--- config.mk ---
export PLATFORM = sky130hd
export DESIGN_NAME = si5340_i2c_target
export DESIGN_NICKNAME = d
export VERILOG_FILES = /design/src/rtl/si5340_i2c_pkg.sv /design/src/rtl/i2c_target_line_filter.sv /design/src/rtl/si5340_i2c_target.sv
export SDC_FILE = /design/constraint.sdc
export NUM_CORES = 1
export LEC_CHECK = 0
export BUFFER_PORTS_ARGS = -buffer_cell sky130_fd_sc_hd__clkbuf_2
export CAP_MARGIN = 20
export CORE_MARGIN = 5
export CORE_UTILIZATION = 50
export DETAILED_ROUTE_END_ITERATION = 8
export PLACE_DENSITY = 0.73
export SYNTH_ARGS = -nofsm -noshare
export SYNTH_HDL_FRONTEND = slang
export SYNTH_HIERARCHICAL = 1
export SYNTH_SLANG_ARGS = --single-unit
--- constraint.sdc ---
create_clock -name clk_i -period 4.1 [get_ports clk_i]
set_clock_uncertainty 0.2 [all_clocks]
set_input_delay 0.615 -clock clk_i [delete_from_list [all_inputs] [get_ports clk_i]]
set_output_delay 0.615 -clock clk_i [all_outputs]
set_load 0.01 [all_outputs]
--- src/rtl/si5340_i2c_pkg.sv ---
// rtl/si5340_i2c_pkg.sv - shared types and constants for the Si5340 I2C target
package si5340_i2c_pkg;

  typedef enum logic [3:0] {
    ST_IDLE,
    ST_ADDR,
    ST_ADDR_ACK,
    ST_REG,
    ST_REG_ACK,
    ST_WDATA,
    ST_WDATA_ACK,
    ST_RDATA,
    ST_RDATA_MACK,
    ST_IGNORE
  } i2c_tgt_state_t;

  localparam logic [7:0] PAGE_REG_ADDR    = 8'h01;
  localparam logic [6:0] DEFAULT_DEV_ADDR = 7'h74;

endpackage

--- src/rtl/i2c_target_line_filter.sv ---
// rtl/i2c_target_line_filter.sv - pad synchroniser, glitch filter and edge pulses for one I2C line
module i2c_target_line_filter #(
  parameter int SYNC_STAGES = 2,
  parameter int FILTER_LEN  = 3
) (
  input  logic clk_i,
  input  logic arst_i,
  input  logic pad_i,
  output logic level_o,
  output logic rise_o,
  output logic fall_o
);

  localparam int CW = $clog2(FILTER_LEN + 1);

  logic [SYNC_STAGES-1:0] sync_q, sync_d;
  logic [CW-1:0]          cnt_q, cnt_d;
  logic                   level_q, level_d;
  logic                   prev_q, prev_d;
  logic                   sample;

  assign sample = sync_q[SYNC_STAGES-1];

  // A new level is only accepted after FILTER_LEN consecutive differing samples.
  always_comb begin
    sync_d  = {sync_q[SYNC_STAGES-2:0], pad_i};
    cnt_d   = '0;
    level_d = level_q;
    prev_d  = level_q;
    if (sample != level_q) begin
      if (cnt_q == CW'(FILTER_LEN - 1)) level_d = sample;
      else                              cnt_d   = cnt_q + 1'b1;
    end
  end

  always_ff @(posedge clk_i or posedge arst_i) begin
    if (arst_i) begin
      sync_q  <= '1;
      cnt_q   <= '0;
      level_q <= 1'b1;
      prev_q  <= 1'b1;
    end else begin
      sync_q  <= sync_d;
      cnt_q   <= cnt_d;
      level_q <= level_d;
      prev_q  <= prev_d;
    end
  end

  assign level_o = level_q;
  assign rise_o  = level_q & ~prev_q;
  assign fall_o  = ~level_q & prev_q;

endmodule

--- src/rtl/si5340_i2c_target.sv ---
// rtl/si5340_i2c_target.sv - I2C target exposing the Si5340 paged register map on a {page,reg} bus
module si5340_i2c_target
  import si5340_i2c_pkg::*;
#(
  parameter logic [6:0] DEV_ADDR    = DEFAULT_DEV_ADDR,
  parameter int         SYNC_STAGES = 2,
  parameter int         FILTER_LEN  = 3
) (
  input  logic        clk_i,
  input  logic        arst_i,
  input  logic        scl_pad_i,
  input  logic        sda_pad_i,
  output logic        sda_pad_o,
  output logic        sda_padoen_o,
  output logic        wr_en_o,
  output logic [15:0] wr_addr_o,
  output logic [7:0]  wr_data_o,
  output logic        rd_en_o,
  output logic [15:0] rd_addr_o,
  input  logic [7:0]  rd_data_i,
  output logic        busy_o
);

  logic scl, scl_rise, scl_fall, sda, sda_rise, sda_fall, start, stop;

  i2c_target_line_filter #(.SYNC_STAGES(SYNC_STAGES), .FILTER_LEN(FILTER_LEN)) u_scl_filt (
    .clk_i(clk_i), .arst_i(arst_i), .pad_i(scl_pad_i),
    .level_o(scl), .rise_o(scl_rise), .fall_o(scl_fall));

  i2c_target_line_filter #(.SYNC_STAGES(SYNC_STAGES), .FILTER_LEN(FILTER_LEN)) u_sda_filt (
    .clk_i(clk_i), .arst_i(arst_i), .pad_i(sda_pad_i),
    .level_o(sda), .rise_o(sda_rise), .fall_o(sda_fall));

  assign start = sda_fall & scl;
  assign stop  = sda_rise & scl;

  i2c_tgt_state_t state_q, state_d;
  logic [3:0]  bit_q, bit_d;
  logic [6:0]  shift_q, shift_d, tx_q, tx_d;
  logic [7:0]  ptr_q, ptr_d, page_q, page_d;
  logic        rw_q, rw_d, mack_q, mack_d, oe_q, oe_d, busy_q, busy_d;
  logic        wr_en_q, wr_en_d, rd_en_q, rd_en_d, rdpend_q, rdpend_d, lat_q, lat_d;
  logic [15:0] wr_addr_q, wr_addr_d, rd_addr_q, rd_addr_d;
  logic [7:0]  wr_data_q, wr_data_d;
  logic [7:0]  byte_in, ptr_inc, rbyte;

  always_comb begin
    state_d   = state_q;
    bit_d     = bit_q;
    shift_d   = shift_q;
    tx_d      = tx_q;
    ptr_d     = ptr_q;
    page_d    = page_q;
    rw_d      = rw_q;
    mack_d    = mack_q;
    oe_d      = oe_q;
    busy_d    = busy_q;
    wr_en_d   = 1'b0;
    wr_addr_d = wr_addr_q;
    wr_data_d = wr_data_q;
    rd_en_d   = 1'b0;
    rd_addr_d = rd_addr_q;
    rdpend_d  = 1'b0;
    lat_d     = rdpend_q;
    byte_in   = {shift_q, sda};
    ptr_inc   = ptr_q + 8'd1;
    rbyte     = (ptr_q == PAGE_REG_ADDR) ? page_q : rd_data_i;

    if (start) begin
      state_d = ST_ADDR;
      bit_d   = '0;
      oe_d    = 1'b1;
      lat_d   = 1'b0;
    end else if (stop) begin
      state_d = ST_IDLE;
      bit_d   = '0;
      oe_d    = 1'b1;
      busy_d  = 1'b0;
      lat_d   = 1'b0;
    end else begin
      case (state_q)
        ST_ADDR: if (scl_rise) begin
          shift_d = byte_in[6:0];
          bit_d   = bit_q + 4'd1;
          if (bit_q == 4'd7) begin
            bit_d = '0;
            rw_d  = sda;
            // General call (0x00) never matches, even if DEV_ADDR were zero.
            if (byte_in[7:1] == DEV_ADDR && byte_in[7:1] != 7'd0) begin
              state_d = ST_ADDR_ACK;
              busy_d  = 1'b1;
            end else begin
              state_d = ST_IGNORE;
              busy_d  = 1'b0;
            end
          end
        end
        // First SCL fall starts driving the ACK, second one ends the 9th pulse.
        ST_ADDR_ACK, ST_REG_ACK, ST_WDATA_ACK: if (scl_fall) begin
          if (bit_q == 4'd0) begin
            oe_d  = 1'b0;
            bit_d = 4'd1;
          end else begin
            oe_d  = 1'b1;
            bit_d = '0;
            if (state_q == ST_ADDR_ACK && rw_q) begin
              state_d   = ST_RDATA;
              rd_en_d   = (ptr_q != PAGE_REG_ADDR);
              rd_addr_d = {page_q, ptr_q};
              rdpend_d  = 1'b1;
            end else if (state_q == ST_ADDR_ACK) begin
              state_d = ST_REG;
            end else begin
              state_d = ST_WDATA;
            end
          end
        end
        ST_REG, ST_WDATA: if (scl_rise) begin
          shift_d = byte_in[6:0];
          bit_d   = bit_q + 4'd1;
          if (bit_q == 4'd7) begin
            bit_d = '0;
            if (state_q == ST_REG) begin
              ptr_d   = byte_in;
              state_d = ST_REG_ACK;
            end else begin
              if (ptr_q == PAGE_REG_ADDR) begin
                page_d = byte_in;
              end else begin
                wr_en_d   = 1'b1;
                wr_addr_d = {page_q, ptr_q};
                wr_data_d = byte_in;
              end
              ptr_d   = ptr_inc;
              state_d = ST_WDATA_ACK;
            end
          end
        end
        ST_RDATA: begin
          if (lat_q) begin
            tx_d = rbyte[6:0];
            oe_d = rbyte[7];
          end else if (scl_rise) begin
            bit_d = bit_q + 4'd1;
          end else if (scl_fall) begin
            if (bit_q == 4'd8) begin
              oe_d    = 1'b1;
              bit_d   = '0;
              state_d = ST_RDATA_MACK;
            end else begin
              oe_d = tx_q[6];
              tx_d = {tx_q[5:0], 1'b0};
            end
          end
        end
        ST_RDATA_MACK: begin
          if (scl_rise) mack_d = ~sda;
          if (scl_fall) begin
            if (mack_q) begin
              ptr_d     = ptr_inc;
              rd_en_d   = (ptr_inc != PAGE_REG_ADDR);
              rd_addr_d = {page_q, ptr_inc};
              rdpend_d  = 1'b1;
              state_d   = ST_RDATA;
            end else begin
              state_d = ST_IGNORE;
            end
          end
        end
        default: ;
      endcase
    end
  end

  always_ff @(posedge clk_i or posedge arst_i) begin
    if (arst_i) begin
      state_q   <= ST_IDLE;
      bit_q     <= '0;
      shift_q   <= '0;
      tx_q      <= '0;
      ptr_q     <= '0;
      page_q    <= '0;
      rw_q      <= 1'b0;
      mack_q    <= 1'b0;
      oe_q      <= 1'b1;
      busy_q    <= 1'b0;
      wr_en_q   <= 1'b0;
      wr_addr_q <= '0;
      wr_data_q <= '0;
      rd_en_q   <= 1'b0;
      rd_addr_q <= '0;
      rdpend_q  <= 1'b0;
      lat_q     <= 1'b0;
    end else begin
      state_q   <= state_d;
      bit_q     <= bit_d;
      shift_q   <= shift_d;
      tx_q      <= tx_d;
      ptr_q     <= ptr_d;
      page_q    <= page_d;
      rw_q      <= rw_d;
      mack_q    <= mack_d;
      oe_q      <= oe_d;
      busy_q    <= busy_d;
      wr_en_q   <= wr_en_d;
      wr_addr_q <= wr_addr_d;
      wr_data_q <= wr_data_d;
      rd_en_q   <= rd_en_d;
      rd_addr_q <= rd_addr_d;
      rdpend_q  <= rdpend_d;
      lat_q     <= lat_d;
    end
  end

  assign sda_pad_o    = 1'b0;
  assign sda_padoen_o = oe_q;
  assign busy_o       = busy_q;
  assign wr_en_o      = wr_en_q;
  assign wr_addr_o    = wr_addr_q;
  assign wr_data_o    = wr_data_q;
  assign rd_en_o      = rd_en_q;
  assign rd_addr_o    = rd_addr_q;

endmodule
==> results.cfg <==
[outcome]
outcome = complete, no violations

[setup_path]
r2r_slack_ns = 1.01
cp-start-kind = register
arrival_ns = 3.18
path_class = register to register
end_kind = register
worst_r2r_path_depth = 7
cp.required_ns = 4.19
worst_r2r_endpoint = rd_addr_o[0]
r2r_start = u_sda_filt/level_o
cp_max_fo = 13

[synthesis]
yosys_register_bits = 98
yosysTopAreaCell = dfrtp_1
synth_area_per_cell_um2 = 11.2
async_flop_share_pct = 100
synth_edf_count = 0
synth_cell_types = 70
yosys_warnings = 6
ys.flop_type = dfrtp_1
syn_inst = 446
synth_area_leaders = dfrtp_1, mux2_2, dfstp_2
synth_fp_nets = 463
netlist_area_mm2 = 0.00498
yosys.area.top_type_share_pct = 44.7
synth-seq-area-share_pct = 49.4

[min_path]
hold_end = u_scl_filt/sync_q[0]
hold_path_depth = 1
hp-start = scl_pad_i
hp-class = input port to register

[drt]
dr.pass1.iters = 4
drtAntennaViolNets = 0
num_vias = 3548
wirelength_mm = 10.8
drt_iter0_markers = 190
viasPerCell = 5.66
drc = 0
wire_per_inst_um = 17.2

[finish]
multi_input_area_mm2 = 0.00232
fillers = 876
ff_latch_area_mm2 = 0.00246
drive_gt1_share_pct = 32.2
nets = 506
final_cells = 627
final_area_mm2 = 0.00554
diodes = 0
final_cell_mix = dfrtp_1, clkbuf_2, mux2_2
area_growth_pct = 11.2
final_common_cell = dfrtp_1

[grt]
grt_max_degree = 35
grt_antenna_before_repair = 0
gr-total-overflow = 0
grt_pass1_wl_mm = 18.0
grt_pass1_vias = 3543
track_usage_pct = 19.2

[power]
ir_drop_mv = 0.250
p_per_area_mw_per_mm2 = 513
p_leak_nw = 2.64

[place]
placed_cell_area_mm2 = 0.00530
io_buffer_count = 55
dp_hpwl_mm = 7.63
gp_congestion = 0.886
pre_cts_slack_ns = 1.03
place_inst = 610

[sta]
report.final.slew_viol_count = 0
tightest_slew_ns = 0.867
finalSetupViolCount = 0
fin_crit_ns = 3.09
setup_ws_ns = 1.01
period_share_pct = 75.3
finalSetupTns_ns = 0
rsz0062_at_grt = false
fmax_ghz = 0.324
hold_viol = 0
hold_ws_ns = 0.124
max_slew_margin_pct = 42.0

[clock_tree]
cts_setup_buffers = 0
cts_max_level = 3
cts_sinks = 98
clockRootBuffer = clkbuf_8
clock_latency_ns = 0.37
numCtsBuffers = 9
path_clk_slew_ns = 0.10
cts.path.max_buffers = 2
cts_tree = yes

[floorplanning]
rows = 36
core_area_mm2 = 0.00973
initial_utilization_pct = 51.2
io-pin-count = 57
die_area_mm2 = 0.0121
fp.dieW_um = 110
chipHeight_um = 110

[job]
cap_violations = 0
## cell usage after synthesis, types with 2 or more instances
master	number
and4_1	2
dfstp_2	9
a21oi_1	34
a21boi_0	2
nor3b_2	2
buf_2	14
mux2_4	7
a31oi_2	2
nand3_1	14
inv_1	10
o22ai_1	7
xor2_1	3
or2_2	2
a32o_1	2
dfrtp_1	89
nor2b_4	2
o31a_1	2
a211oi_1	4
and3b_1	2
and2_1	2
o21ai_1	2
nand2b_1	4
o31ai_1	3
nand3b_1	2
and3_1	4
nor2b_1	5
or4_1	2
a2bb2oi_1	2
clkbuf_1	8
xnor2_1	7
nor2_1	34
buf_6	4
mux2i_1	13
mux2_2	50
buf_4	2
nor3_1	6
nor3b_1	3
and2b_1	3
o32a_1	2
o21ai_0	11
ha_1	5
nand2_1	31
o211ai_1	4
a22o_1	2
## how the worst max path moves through the flow
stage	startpoint	endpoint	cells after the start
global route	u_sda_filt/level_o	rd_addr_o[6]	7
floorplan	arst_i	bit_q[0]	1
global placement	state_q[1]	rd_addr_o[11]	4
detailed placement	u_sda_filt/level_o	rd_addr_o[0]	7
finish	u_sda_filt/level_o	rd_addr_o[0]	7
CTS	u_sda_filt/level_o	rd_addr_o[0]	7
## kinds of logic after synthesis
group / after synthesis / share of synthesized area [%]
flip-flops: 98 / 49.4
adder cells (fa/ha/maj): 5 / 1.26
AND/OR/NAND/NOR: 134 / 15.1
XOR/XNOR: 10 / 1.76
other: 1 / 0.0752
AO/OA/AOI/OAI: 90 / 12.4
buffers and inverters: 38 / 3.97
multiplexers: 70 / 16.0
## registers in the layout, summed over array words and instances (netlist names), 2 cells and up
signal	cells
rd_addr_o	16
wr_addr_o	16
page_q	8
ptr_q	8
wr_data_o	8
shift_q	7
tx_q	7
bit_q	4
state_q	4
u_scl_filt/cnt_q	2
u_scl_filt/sync_q	2
u_sda_filt/cnt_q	2
u_sda_filt/sync_q	2
## report_power, final
group	switching, mW	internal (mW)	total [mW]	leakage, nW
combinational	0.443	0.343	0.786	1.22
clock	0.360	0.369	0.729	0.115
sequential	0.218	1.11	1.33	1.31
## through the flow
stage	util, %	power, mW
after floorplan	-	1.94
after global placement	54.4	2.09
after detailed placement	54.4	2.12
after CTS	56.9	2.85
after global routing	56.9	3.02
final	56.9	2.84
## critical path, stage by stage, from the launching register on
cell      delay (ns)
dfstp_2         0.64
and2b_1         0.26
o21ai_1         0.53
nand2_1         0.21
a221oi_4        0.70
buf_4           0.30
nor2_1          0.05
a21oi_1         0.11
## metal layers
| metal | global-route usage (%) | vias up | share of wire, % |
|---|---|---|---|
| met1 | 26.6 | 1743 | 46 |
| met3 | 4.40 | 10 | 6.2 |
| met4 | 5.16 | 0 | 1.2 |
| li1 | - | 1683 | - |
| met2 | 30.2 | 112 | 46 |
| met5 | 0 | - | 0 |
## what timing repair did
action,4_1_cts,5_1_grt
endpoints found under the hold margin,4,0
hold buffers,1,0
resized for setup,0,0
## layout make-up
type / instances / area share [%]
sequential: 98 / 44.5
multi-input combinational: 310 / 41.9
timing repair buffer: 60 / 5.69
tap: 133 / 3.00
clock buffer: 10 / 2.48
clock inverter: 6 / 1.74
inverter: 10 / 0.700
(Power assumes the default switching activity.)
